[config.mk]
export PLATFORM = sky130hd
export DESIGN_NAME = mips_interrupt_ctrl
export DESIGN_NICKNAME = d
export VERILOG_FILES = /design/src/rtl/mips_interrupt_ctrl.sv
export SDC_FILE = /design/constraint.sdc
export NUM_CORES = 1
export LEC_CHECK = 0
export CAP_MARGIN = 40
export CORE_ASPECT_RATIO = 2
export CORE_MARGIN = 2
export CORE_UTILIZATION = 40
export CTS_CLUSTER_DIAMETER = 120
export DETAILED_ROUTE_END_ITERATION = 7
export GPL_TIMING_DRIVEN = 0
export HOLD_SLACK_MARGIN = 0.03
export PLACE_DENSITY = 0.77
export SYNTH_ARGS = -nofsm -noshare
export SYNTH_HDL_FRONTEND = slang
export SYNTH_SLANG_ARGS = --single-unit
export TNS_END_PERCENT = 20
[constraint.sdc]
create_clock -name i_clk -period 1.55 [get_ports i_clk]
set_input_delay 0.155 -clock i_clk [delete_from_list [all_inputs] [get_ports i_clk]]
set_output_delay 0.155 -clock i_clk [all_outputs]
set_load 0.05 [all_outputs]
[src/rtl/mips_interrupt_ctrl.sv]
// mips_interrupt_ctrl: synchronises, edge-detects, masks and arbitrates interrupt lines for the MIPS core.
// Revision 1.0 - initial release.
`default_nettype none

module mips_interrupt_ctrl #(
  parameter int          N_SRC       = 4,
  parameter int          SYNC_STAGES = 2,
  parameter logic [31:0] VECTOR_BASE = 32'h0000_0080,
  parameter int          ID_W        = $clog2(N_SRC)
) (
  input  logic              i_clk,
  input  logic              i_rst_n,
  input  logic [N_SRC-1:0]  i_irq,
  input  logic              i_mask_we,
  input  logic [N_SRC-1:0]  i_mask_wdata,
  input  logic [31:0]       i_pc,
  input  logic              i_ack,
  input  logic              i_eret,
  output logic              o_irq_req,
  output logic [31:0]       o_irq_vector,
  output logic [ID_W-1:0]   o_cause,
  output logic [31:0]       o_epc,
  output logic [N_SRC-1:0]  o_pending,
  output logic [N_SRC-1:0]  o_mask,
  output logic              o_in_service
);

  typedef enum logic [1:0] {
    ST_IDLE    = 2'd0,
    ST_REQ     = 2'd1,
    ST_SERVICE = 2'd2
  } state_t;

  state_t            state;
  state_t            state_nxt;

  logic [N_SRC-1:0]  sync_q [SYNC_STAGES];
  logic [N_SRC-1:0]  irq_prev;
  logic [N_SRC-1:0]  rise;
  logic [N_SRC-1:0]  pending;
  logic [N_SRC-1:0]  mask;
  logic [N_SRC-1:0]  eligible;
  logic [N_SRC-1:0]  clear_mask;

  logic              win_valid;
  logic [ID_W-1:0]   win_id;

  logic              req_nxt;
  logic [ID_W-1:0]   cause_nxt;
  logic [31:0]       vector_nxt;
  logic [31:0]       epc_nxt;
  logic              insvc_nxt;

  always_ff @(posedge i_clk or negedge i_rst_n) begin
    if (!i_rst_n) begin
      for (int s = 0; s < SYNC_STAGES; s++) begin
        sync_q[s] <= '0;
      end
      irq_prev <= '0;
    end else begin
      sync_q[0] <= i_irq;
      for (int s = 1; s < SYNC_STAGES; s++) begin
        sync_q[s] <= sync_q[s-1];
      end
      irq_prev <= sync_q[SYNC_STAGES-1];
    end
  end

  assign rise     = sync_q[SYNC_STAGES-1] & ~irq_prev;
  assign eligible = pending & mask;

  // A new edge in the same cycle as an ack clear keeps the bit pending.
  always_ff @(posedge i_clk or negedge i_rst_n) begin
    if (!i_rst_n) begin
      pending <= '0;
      mask    <= '0;
    end else begin
      pending <= (pending & ~clear_mask) | rise;
      if (i_mask_we) begin
        mask <= i_mask_wdata;
      end
    end
  end

  // Descending scan so the lowest eligible index is the final assignment.
  always_comb begin
    win_valid = 1'b0;
    win_id    = '0;
    for (int i = N_SRC - 1; i >= 0; i--) begin
      if (eligible[i]) begin
        win_valid = 1'b1;
        win_id    = ID_W'(i);
      end
    end
  end

  always_comb begin
    state_nxt  = state;
    req_nxt    = o_irq_req;
    cause_nxt  = o_cause;
    vector_nxt = o_irq_vector;
    epc_nxt    = o_epc;
    insvc_nxt  = o_in_service;
    clear_mask = '0;
    case (state)
      ST_IDLE: begin
        if (win_valid) begin
          state_nxt  = ST_REQ;
          req_nxt    = 1'b1;
          cause_nxt  = win_id;
          vector_nxt = VECTOR_BASE + ({{(32-ID_W){1'b0}}, win_id} << 3);
        end
      end
      ST_REQ: begin
        if (i_ack) begin
          state_nxt           = ST_SERVICE;
          req_nxt             = 1'b0;
          insvc_nxt           = 1'b1;
          epc_nxt             = i_pc;
          clear_mask[o_cause] = 1'b1;
        end else if (!mask[o_cause]) begin
          state_nxt = ST_IDLE;
          req_nxt   = 1'b0;
        end
      end
      ST_SERVICE: begin
        if (i_eret) begin
          state_nxt = ST_IDLE;
          insvc_nxt = 1'b0;
        end
      end
      default: begin
        state_nxt = ST_IDLE;
        req_nxt   = 1'b0;
        insvc_nxt = 1'b0;
      end
    endcase
  end

  always_ff @(posedge i_clk or negedge i_rst_n) begin
    if (!i_rst_n) begin
      state        <= ST_IDLE;
      o_irq_req    <= 1'b0;
      o_cause      <= '0;
      o_irq_vector <= VECTOR_BASE;
      o_epc        <= '0;
      o_in_service <= 1'b0;
    end else begin
      state        <= state_nxt;
      o_irq_req    <= req_nxt;
      o_cause      <= cause_nxt;
      o_irq_vector <= vector_nxt;
      o_epc        <= epc_nxt;
      o_in_service <= insvc_nxt;
    end
  end

  assign o_pending = pending;
  assign o_mask    = mask;

endmodule

`default_nettype wire

### Yosys cells after proc, flatten, opt, wreduce, memory -nomap -nowiden

Index checks and enable logic that the tools add are counted.

| storage, ports and cells | value |
|---|---|
| bits of input ports | 45 |
| flip-flop bits (word level) | 90 |

| cells by class | value |
|---|---|
| reductions and logical operators | 7 |
| bitwise operators | 8 |
| $lt $le $gt $ge | 2 |
| $add $sub $neg | 1 |
| muxes and demuxes | 26 |
| equal/unequal tests | 6 |

Operators with widths:

| cell | count |
|---|---|
| 2-bit 2-to-1 mux | 8 |
| 4-bit AND | 3 |
| 1-bit 2-to-1 mux | 11 |
| 8-bit by 5-bit adder with 9-bit output (first input constant) | 1 |
| 3-bit AND reduction | 3 |
| 4-bit 2-to-1 mux | 2 |
| 4-bit inverter | 2 |
| 2-bit != test (second input constant) | 3 |
| 1-bit one-hot mux with 3 select lines | 2 |
| 2-bit one-hot mux with 3 select lines | 1 |
| 4-bit bitwise OR | 1 |
| 2-bit AND reduction | 2 |
| 2-bit by 3-bit < comparator with 1-bit output (second input constant) | 1 |
| 3-bit != test (second input constant) | 1 |
| 1-bit binary-select mux with 2-bit select | 1 |
| 1-bit demux with 2-bit select | 1 |
| 2-bit by 1-bit == test with 1-bit output (second input constant) | 1 |
| 2-bit == test (second input constant) | 1 |
| 2-bit by 1-bit >= comparator with 1-bit output (second input constant) | 1 |
| 2-bit logical NOT | 1 |
| 1-bit inverter | 2 |
| 1-bit logical AND | 1 |

### Longest topological paths before layout

| depth | value |
|---|---|
| depth after elaboration | 9 |
| mapped depth | 6 |
| mapped depth without buffers | 4 |

### Worst setup path after synthesis

OpenSTA, ideal clock, no wires.

| path | value |
|---|---|
| path type | reg-to-reg |
| from | register o_cause[1] |
| to | register o_irq_req |
| slack | 0.004 ns |
| required time | 1.426 ns |
| clock period less this slack | 1.546 ns |
| cell stages (with the launch flop) | 4 |
| arrival | 1.423 ns |
| path buffers | 0 |
| library setup time | 0.124 ns |
| cells stage by stage | dfrtp_1 > mux4_2 > nand2_1 > o21bai_2 |

| on the way | value |
|---|---|
| cells in the longest elaborated chain, start to end | 4 |

RTL lines:

| item | line | text |
|---|---|---|
| start, declared | 21 | `output logic [ID_W-1:0] o_cause,` |
| start signal, assigned | 151 | `o_cause <= cause_nxt;` |
| 1-bit binary-select mux with 2-bit select | 121 | `end else if (!mask[o_cause]) begin` |
| 1-bit 2-to-1 mux (implied by the code) | 121 |  |
| 3-bit != test (no line) | - |  |
| 3-bit AND reduction (no line) | - |  |
| end signal, assigned | 150 | `o_irq_req <= req_nxt;` |
| end, declared | 19 | `output logic o_irq_req,` |

Every way passes these cells. The select of a mux whose other input is x is not followed.
A chain may end at the register's enable or synchronous reset.

### Final worst setup path

| path | value |
|---|---|
| from | register o_cause[0] |
| to | output o_cause[0] |

No word-level cell between the ends.

==> impl_metrics.csv <==
group,metric,value,unit
critical_path,worstPathArrival,1340,ps
timing,setup_viol,0,
timing,worst_slew_pin_slew,548,ps
logic_synthesis,yosysSeqAreaShare,0.596,
die,die_w,59.2,um
die,dieHeight,114,um
die,dieArea,0.00676,mm2
timing,max_clock_freq,668,MHz
timing,min_period,1500,ps
final_layout,final_common_cell,"nand2_1",
critical_path,crit_slowest_cell,"clkdlybuf4s15_1",
place,place.gp.congestion,0.777,
detailed_routing,drt-initial-drc-count,70,
pwr,power.density,2270,mW/mm2
pwr,peakVddDrop,1120,uV
clock_tree,clk_pin_slew,50,ps
critical_path,endpoint_kind,"primary output",
timing,relSlewSlack,0.636,
critical_path,path_buf_inv,1,
clock_tree,htree_levels,3,
logic_synthesis,avgSynthCellArea,10.2,um2
die,core_area,0.00596,mm2
run,cap_violations,0,
detailed_routing,viasPerCell,4.44,
critical_path,crit_required,1390,ps
timing,rsz0062_at_grt,"no",
detailed_routing,ant_nets,0,
clock_tree,clock_path_buffers,2,
global_route,grt_pass1_vias,1903,
clock_tree,cts_sinks,58,
logic_synthesis,synth_top_family_by_area,"simple AND/OR/NAND/NOR gates",
timing,slew_violations,0,
place,io_buffers,90,
logic_synthesis,synth_seq_cells,58,
die,initial_core_util,0.409,
timing,fin_crit_sh,0.966,
logic_synthesis,synth.distinct_cells,25,
final_layout,drive_above_1_share,0.187,
die,rows,40,
final_layout,most-common-layout-cells,"nand2_1 (101), dfrtp_1 (58), clkdlybuf4s50_1 (43)",
timing,whs,272,ps
logic_synthesis,yosysWarnings,0,
critical_path,critPathKind,"reg -> out",
final_layout,syn2layout_area_growth,57.9,%
pwr,totalPowerFinal,8.73,mW
timing,final-hold-violation-count,0,
place,place_area,0.00353,mm2
run_status,status,"finished clean",
detailed_routing,wl_per_cell,12.4,um
clock_tree,clock_latency,320,ps
global_route,grt_pass1_wl,8.70,mm
detailed_routing,route.detailed.drc,0,
die,ios,121,
clock_tree,cts_root_buf,"clkbuf_16",
place,dp_slack,-34.7,ps
final_layout,layoutNonFillerInstCount,438,
clock_tree,post_cts_buffers,0,
logic_synthesis,synthXorXnorAreaFrac,0,
critical_path,worstSetupStartpointType,"flip-flop",
logic_synthesis,synth_compound_area_frac,0.0535,
critical_path,crit_path_cell_trace,"clkdlybuf4s15_1",
global_route,antenna_found_initial,0,
final_layout,antenna_cells,0,
timing,finalClockSkew,4.32,ps
critical_path,cp_top_family,"buffers and inverters",
min_path,hold_class,"in -> reg",
pwr,cellLeakagePower,2.04,nW
detailed_routing,routed_wl,5.45,mm
timing,setup_ws,52.6,ps
logic_synthesis,muxShareOfSynthArea,0.0278,
final_layout,fillers,494,
logic_synthesis,netlist_instances,239,
detailed_routing,vias,1946,
global_route,grt_overflow,0,
clock_tree,cts_tree,"done",
logic_synthesis,synth-simple-area-share,0.180,
clock_tree,cts_buffers,9,
place,dpl.cell_count,421,
critical_path,critPathMaxFanout,7,
detailed_routing,dr.pass1.iters,4,
logic_synthesis,synth_fa_ha_area_frac,0,
final_layout,nets,415,
critical_path,max_stage_delay,560,ps
place,dp_hpwl,4.22,mm
global_route,grt_start_max_net_pins,39,
logic_synthesis,netlist_area,0.00243,mm2
final_layout,final_area,0.00384,mm2
global_route,gr-usage-all-layers,0.176,
final timing paths:
kind | start | to | slack [ps] | depth (start not counted)
setup / recovery | o_cause[0]$_DFFE_PN0P_ | o_cause[0] | 50 | 1
hold / removal | i_irq[3] | sync_q[7]$_DFF_PN0_ | 270 | 1
setup reg to reg | o_cause[1]$_DFFE_PN0P_ | state[0]$_DFFE_PN0P_ | 230 | 3
hold reg to reg | sync_q[6]$_DFF_PN0_ | sync_q[2]$_DFF_PN0_ | 350 | 0
max in group asynchronous | i_rst_n | o_epc[8]$_DFFE_PN0P_ | 650 | 3
min in group asynchronous | i_rst_n | state[0]$_DFFE_PN0P_ | 330 | 2
report_power, final:
part | internal (mW) | switching (mW)
sequential | 2.05 | 0.331
clock | 1.65 | 0.637
combinational | 1.17 | 2.90
total | 4.87 | 3.87
kinds of logic (layout without fill, tap and decap cells):
family / after synthesis / after routing
AOI/OAI and AO/OA: 19 / 19
buffers and inverters: 46 / 154
other: 2 / 30
DFF: 58 / 58
muxes: 5 / 5
and+or+nand+nor: 109 / 109
timing repair:
action	in CTS	in global routing
endpoints found under the setup margin	46	1
hold endpoints to repair	20	0
hold buffers	1	0
pin swaps	0	0
gates resized for setup	51	1
registers in the layout, indices dropped and copies added (netlist names), 2 cells and up:
register   count
o_epc         32
o_pending      4
o_mask         4
state          2
o_cause        2
sync_q         8
irq_prev       4
Yosys cell counts:
master | count | area share
dfrtp_1 | 58 | 0.60
a32oi_1 | 1 | 0.0036
nor2_4 | 1 | 0.0046
or2b_1 | 1 | 0.0031
mux4_2 | 1 | 0.0093
nor2_1 | 1 | 0.0015
nor3b_1 | 1 | 0.0031
mux2_2 | 4 | 0.019
a211oi_1 | 1 | 0.0031
a22o_1 | 3 | 0.011
o21ai_2 | 1 | 0.0036
o21ai_1 | 1 | 0.0021
o21ai_0 | 5 | 0.010
conb_1 | 2 | 0.0031
nand2_1 | 101 | 0.16
buf_6 | 4 | 0.019
nand3b_2 | 1 | 0.0046
o31ai_1 | 2 | 0.0062
o21bai_2 | 1 | 0.0046
buf_4 | 36 | 0.11
inv_1 | 6 | 0.0093
nand3_1 | 2 | 0.0041
and3b_1 | 1 | 0.0036
a21oi_1 | 3 | 0.0062
a21o_1 | 1 | 0.0031
metrics by stage:
stage               setup TNS, ps  utilization
finish                          0        0.645
global placement           -84700        0.591
global route                    0        0.645
floorplan                       0            -
CTS                             0        0.645
detailed placement          -34.7        0.593
layout make-up:
class / instances / area, um2 / area share
tap: 63 / 78.8 / 0.0205
clock inverter: 5 / 100 / 0.0260
clock buffer: 11 / 253 / 0.0658
multi-input combinational: 163 / 749 / 0.195
buffer: 40 / 315 / 0.0820
sequential: 58 / 1450 / 0.378
inverter: 6 / 22.5 / 0.00586
timing repair buffer: 92 / 873 / 0.227
metal layers:
metal	track usage	vias to the layer above	share of wire
li1	-	949	-
met3	0.0531	21	0.075
met1	0.185	885	0.34
met4	0.120	0	0.044
met2	0.289	91	0.54
met5	0	-	0
Power figures use the tool's default switching activity.
